**config.mk**
```make
export PLATFORM = sky130hd
export DESIGN_NAME = fifo_rd_ctrl
export DESIGN_NICKNAME = d
export VERILOG_FILES = /design/src/rtl/fifo_rd_ctrl.sv
export SDC_FILE = /design/constraint.sdc
export NUM_CORES = 1
export LEC_CHECK = 0
export CAP_MARGIN = 10
export CORE_UTILIZATION = 25
export CTS_CLUSTER_DIAMETER = 30
export CTS_CLUSTER_SIZE = 28
export DETAILED_ROUTE_END_ITERATION = 10
export SYNTH_ARGS = -nofsm -noshare
export SYNTH_HDL_FRONTEND = slang
export SYNTH_SLANG_ARGS = --single-unit
```
**constraint.sdc**
```tcl
create_clock -name rd_clk -period 7 [get_ports rd_clk]
set_input_delay 1.05 -clock rd_clk [delete_from_list [all_inputs] [get_ports rd_clk]]
set_output_delay 1.05 -clock rd_clk [all_outputs]
set_load 0.005 [all_outputs]
```
**src/rtl/fifo_rd_ctrl.sv**
```systemverilog
// fifo_rd_ctrl: read-side pointer and flag control for an async FIFO.
// Keeps the read pointer, empty/almost-empty flags, count and underflow.
//
// Ports:
//   rd_clk        read-domain clock (rising edge)
//   rd_rst        async active-high reset
//   rdq2_wptr     Gray write pointer, already synced into rd_clk
//   rd_en         read request
//   clr_underflow clears the sticky underflow flag
//   rd_addr       binary RAM read address (combinational from rbin)
//   rd_ptr        registered Gray read pointer for the write domain
//   rd_empty      registered empty flag
//   rd_aempty     registered almost-empty flag
//   rd_count      registered readable-word count, 0..2^ADDR_SIZE
//   rd_underflow  sticky flag: read attempted while empty
module fifo_rd_ctrl #(
  parameter int ADDR_SIZE     = 4,
  parameter int AEMPTY_THRESH = 2
) (
  input  logic                 rd_clk,
  input  logic                 rd_rst,
  input  logic [ADDR_SIZE:0]   rdq2_wptr,
  input  logic                 rd_en,
  input  logic                 clr_underflow,
  output logic [ADDR_SIZE-1:0] rd_addr,
  output logic [ADDR_SIZE:0]   rd_ptr,
  output logic                 rd_empty,
  output logic                 rd_aempty,
  output logic [ADDR_SIZE:0]   rd_count,
  output logic                 rd_underflow
);

  localparam logic [ADDR_SIZE:0] AE_TH =
    (ADDR_SIZE+1)'(AEMPTY_THRESH);

  logic [ADDR_SIZE:0] rbin;
  logic [ADDR_SIZE:0] rbin_next;
  logic [ADDR_SIZE:0] rgray_next;
  logic [ADDR_SIZE:0] wbin_sync;
  logic [ADDR_SIZE:0] count_next;
  logic               rd_inc;

  assign rd_inc     = rd_en & ~rd_empty;
  assign rbin_next  = rbin + {{ADDR_SIZE{1'b0}}, rd_inc};
  assign rgray_next = (rbin_next >> 1) ^ rbin_next;
  assign rd_addr    = rbin[ADDR_SIZE-1:0];

  // Gray to binary: bit i is the XOR of all bits at or above i.
  always_comb begin
    wbin_sync = '0;
    for (int i = 0; i <= ADDR_SIZE; i++) begin
      wbin_sync[i] = ^(rdq2_wptr >> i);
    end
  end

  // Extra MSB makes the modulo difference span 0..depth inclusive.
  assign count_next = wbin_sync - rbin_next;

  always_ff @(posedge rd_clk or posedge rd_rst) begin
    if (rd_rst) begin
      rbin         <= '0;
      rd_ptr       <= '0;
      rd_empty     <= 1'b1;
      rd_aempty    <= 1'b1;
      rd_count     <= '0;
      rd_underflow <= 1'b0;
    end else begin
      rbin      <= rbin_next;
      rd_ptr    <= rgray_next;
      rd_empty  <= (rgray_next == rdq2_wptr);
      rd_aempty <= (count_next <= AE_TH);
      rd_count  <= count_next;
      // Set takes priority over a same-cycle clear.
      if (rd_en && rd_empty) begin
        rd_underflow <= 1'b1;
      end else if (clr_underflow) begin
        rd_underflow <= 1'b0;
      end
    end
  end

endmodule

```
Word level (Yosys, flattened, before mapping)
Cells that the tools add are included.
{"block": "totals", "reg_bits": 18, "out_inout_bits": 17, "elab_cells": 22}
{"block": "classes", "addsub": 2, "n_lt_le_gt_ge": 1, "eq_ne": 1, "n_mux": 2, "n_bitwise": 3, "n_reduce_logical": 7}
{"cell": "$reduce_xor 5->1", "count": 5}
{"cell": "$add 5x1->5", "count": 1}
{"cell": "$eq 5x5->1", "count": 1}
{"cell": "$le 5x2->1 const B", "count": 1}
{"cell": "$sub 5x5->5", "count": 1}
{"cell": "$xor 4x5->5", "count": 1}
{"cell": "$mux 1", "count": 2}
{"cell": "$reduce_bool 2->1", "count": 1}
{"cell": "$and 1x1->1", "count": 1}
{"cell": "$logic_and 1x1->1", "count": 1}
{"cell": "$not 1->1", "count": 1}

Depth between registers and ports, before layout
{"block": "logic_depth", "word_depth": 5, "mapped_depth": 10, "depth_no_buf": 10}

Worst setup path after synthesis
OpenSTA, ideal clock, no wires.
{"block": "synth_timing", "path_kind": "in2reg", "start": "input port rd_en", "end": "register rd_aempty", "setup_time_ns": 0.084, "arrival_ns": 2.977, "required_time_ns": 6.916, "path_slack_ns": 3.939, "stages": 10, "n_path_buf": 1, "path_cell_list": "nor2b_1 ha_1 ha_1 clkbuf_1 xnor2_1 ha_1 a21o_1 a21bo_1 o31ai_2 nor3b_1"}
{"block": "synth_via", "elab_chain_len": 4}
{"item": "from (decl)", "line_no": "23", "rtl": "input logic rd_en,"}
{"item": "$and 1x1->1", "line_no": "43", "rtl": "assign rd_inc = rd_en & ~rd_empty;"}
{"item": "$add 5x1->5", "line_no": "44", "rtl": "assign rbin_next = rbin + {{ADDR_SIZE{1'b0}}, rd_inc};"}
{"item": "via rbin_next[1]", "line_no": "37", "rtl": "logic [ADDR_SIZE:0] rbin_next;"}
{"item": "$sub 5x5->5", "line_no": "57", "rtl": "assign count_next = wbin_sync - rbin_next;"}
{"item": "$le 5x2->1", "line_no": "71", "rtl": "rd_aempty <= (count_next <= AE_TH);"}
{"item": "to (signal assigned)", "line_no": "71"}
{"item": "to (decl)", "line_no": "28", "rtl": "output logic rd_aempty,"}
The timed path passes the listed nets, and every way through them passes these cells.
A chain may end at the register's enable or synchronous reset.

Worst setup path in the final report
{"block": "layout_timing", "start": "input port rdq2_wptr[3]", "end": "register rd_aempty"}
{"block": "layout_via", "elab_chain_len": 3, "word_cells_on_any_way": 6, "classes_between": "add/sub (1); order compare (1); reduce/logical (4)"}
{"item": "from (decl)", "line_no": "22", "rtl": "input logic [ADDR_SIZE:0] rdq2_wptr,"}
{"item": "$reduce_xor 5->1", "line_no": "52", "rtl": "wbin_sync[i] = ^(rdq2_wptr >> i);"}
{"item": "$sub 5x5->5 *", "line_no": "57"}
{"item": "$le 5x2->1 *", "line_no": "71"}
Every way passes the cells marked *; elsewhere a longest branch is shown, timed or not.

==> key figures <==
Clocking
  – Clock-pin slew on the worst setup and hold paths: 0.10 ns
  – Post-cts repair resize count: 0
  – TritonCTS clock tree: built
  – CTS Sinks: 17
  – CTS Buf Count: 3
  – Postcts setup bufs: 0
  – Cts-stage hold buffer count: 0
  – Maximum clock insertion buffer count: 2
  – Clock insertion delay at the later pin of the skew report: 0.29 ns
  – Depth of the CTS H-tree: 1
  – Clock Tree Root: sky130_fd_sc_hd__clkbuf_4

Synthesis
  – Post-synthesis sequential element count: 17
  – Post-Synthesis Net Count: 97
  – Netlist area before placement: 908.4 um^2
  – Gate count of the mapped netlist: 83
  – Sequential element share of the synthesized area: 0.4711
  – Post-synth EDFFs: 0
  – Synth cell types: 26
  – YS warnings: 0
  – Most common flop cell mapped by yosys: sky130_fd_sc_hd__dfrtp_1
  – Async S/R FF share, synth: 1.000
  – Post-synthesis average cell area: 10.94 um^2

Place
  – Total half-perimeter wirelength after legalization and detailed placement: 1354 um
  – Placed cell areas: 1212 um^2
  – Quantity of I/O buffers inserted on ports: 25
  – Count of placed standard cells including taps: 153
  – Post-place setup slack: 3.205 ns
  – Placer congestion estimate: 0.7414

Timing
  – Skew final: 0.006217 ns
  – Final critical path time including I/O delays and setup: 3.467 ns
  – Rel. slew slack: 0.5739
  – Timing-limited maximum frequency: 288.4 MHz
  – Transition time of the tightest slew-check pin: 0.6384 ns
  – Final worst hold slack: 0.5413 ns
  – Final setup violation count: 0
  – Number of max-slew violations in the final report: 0
  – Setup repair after global routing missed its margin: no
  – Final count of hold timing violations: 0
  – Total Negative Setup Slacks: 0 ns
  – Worst path setup slack after routing: 3.533 ns
  – Final cycle utilization of the critical path: 0.4953

Power
  – Overall Power: 0.6282 mW
  – P_leak: 0.5389 nW
  – Worst-case vdd ir drop: 126.2 uV
  – Power per Cell Area: 506.7 nW/um^2

Floorplan
  – Area of the die: 3879 um^2
  – Number of top-level pins: 26
  – CORE AREA: 3416 um^2
  – Num rows: 21
  – Die H: 62.28 um
  – Starting density of the core: 0.2659
  – Floorplan die width: 62.28 um

Global routing
  – GRT Overall Usage: 0.1020
  – First-pass GRT wire length: 3049 um
  – Overflow left after global routing: 0
  – Number of antenna violations at the first check in global routing: 0
  – Vias in the first global route: 703
  – Largest net degree at the start of global routing: 18

Worst setup path
  – Cell with the biggest individual delay on the critical path: sky130_fd_sc_hd__clkdlybuf4s50_1
  – Cells along the critical path: clkdlybuf4s50_1, xor2_2, xnor2_1, xnor2_1, ha_1, inv_1, ha_1, a21o_1, a21bo_1, o31ai_2, nor3b_1
  – Endpoint arrival time on the critical path: 3.68 ns
  – Element type at the critical path start: primary input
  – CP Class: primary input to flop
  – Kind of end point of the critical path: flop
  – CP max FO: 4
  – WP data required: 7.21 ns
  – Source of the critical timing path: rdq2_wptr[3]
  – Worst path max stage delay: 0.47 ns
  – RR Startpoint: rd_empty

Detailed routing
  – Post-route ant nets: 0
  – Count of unresolved DRC violations after routing: 0
  – Post-DR wirelength/cell: 10.75 um
  – Total via count after detailed routing: 635
  – First DRT Iteration DRCs: 42
  – Number of detailed-route iterations in the first pass: 4
  – Post-Route WL: 1688 um
  – Routed via count divided by cell count: 4.045

Cells and area
  – Share of cells above drive strength 1: 0.09009
  – Area growth, synth to finish: 36.50%
  – Post-route cell area: 1240 um^2
  – Total inserted antenna cells: 0
  – Filler Cells Inserted: 365
  – Layout Utilization: 0.3630
  – Number of nets at the end of the flow: 126
  – Post-Layout Cell Count: 157

Outcome
  – Result of the run: finished clean

Worst hold path
  – Hold Path Origin: rd_underflow
  – Min-Delay Path Class: flop to flop

Job
  – # Max-Cap Violations: 0
registers in the layout, summed over array words and instances, names as in the netlist:
signal        count
rd_ptr            4
rd_aempty         1
rbin              5
rd_underflow      1
rd_count          5
rd_empty          1
final cells by class:
type | count | area (um^2) | area share
Clock inverter | 1 | 5.005 | 0.004036
Tap cell | 46 | 57.56 | 0.04642
Multi-Input combinational cell | 53 | 431.7 | 0.3481
Timing Repair Buffer | 25 | 250.2 | 0.2018
Clock buffer | 3 | 22.52 | 0.01816
Sequential cell | 17 | 427.9 | 0.3451
Inverter | 12 | 45.04 | 0.03633
final timing paths:
| path | to | slack, ns | cells past startpoint |
|---|---|---|---|
| max | rd_aempty | 3.53 | 11 |
| min | rd_underflow | 0.54 | 2 |
| max reg2reg | rd_aempty | 4.38 | 10 |
| min reg2reg | rd_underflow | 0.54 | 2 |
| max in group asynchronous | rd_count[0] | 5.46 | 2 |
| min in group asynchronous | rd_count[1] | 1.13 | 2 |
cell families after synthesis:
family / synth area share
XOR/XNOR: 0.2287
AND/OR/NAND/NOR: 0.1006
flip-flops: 0.4711
buffers and inverters: 0.05371
AO/OA/AOI/OAI: 0.07714
adder cells (fa/ha/maj): 0.06887
worst max-delay path, delay by kind of cell:
kind	cells	cell delay (ns)
AND/OR/NAND/NOR	1	0.23
adder cells (fa/ha/maj)	2	0.41
AO/OA/AOI/OAI	3	0.66
buffers and inverters	2	0.52
XOR/XNOR	3	0.79
synth_stat cells (all sizes together) (2+ instances only):
| library cell | number | share of area |
|---|---|---|
| o21ai | 2 | 0.011 |
| nor2 | 3 | 0.012 |
| xnor2 | 9 | 0.087 |
| xor2 | 13 | 0.14 |
| inv | 12 | 0.050 |
| ha | 5 | 0.069 |
| dfstp | 2 | 0.058 |
| nand2 | 3 | 0.012 |
| nand3 | 4 | 0.022 |
| dfrtp | 15 | 0.41 |
cells in the final DEF (no fill, tap or decap), types with 2 or more instances in the layout:
cell / n
sky130_fd_sc_hd__o21ai_0: 2
sky130_fd_sc_hd__xnor2_1: 9
sky130_fd_sc_hd__nand3_1: 4
sky130_fd_sc_hd__clkdlybuf4s50_1: 25
sky130_fd_sc_hd__nor2_1: 3
sky130_fd_sc_hd__xor2_2: 2
sky130_fd_sc_hd__nand2_1: 3
sky130_fd_sc_hd__xor2_1: 11
sky130_fd_sc_hd__inv_1: 12
sky130_fd_sc_hd__ha_1: 5
sky130_fd_sc_hd__dfstp_2: 2
sky130_fd_sc_hd__clkbuf_4: 3
sky130_fd_sc_hd__dfrtp_1: 15
power by group:
| group | internal [mW] | switching (mW) | leakage (nW) |
|---|---|---|---|
| Sequential | 0.153 | 0.0238 | 0.199 |
| Clock | 0.0213 | 0.0322 | 0.0177 |
| Combinational | 0.206 | 0.191 | 0.322 |
metal layers:
metal | wire [um] | part of all wire | GRT usage | up-vias
li1 | - | - | - | 323
met2 | 787 | 0.47 | 0.1676 | 19
met1 | 787 | 0.47 | 0.1216 | 289
met4 | 31 | 0.018 | 0.06105 | 0
met5 | 0 | 0 | 0 | -
met3 | 81 | 0.048 | 0.02206 | 4
Note: power is estimated with default switching activity, not from simulation.
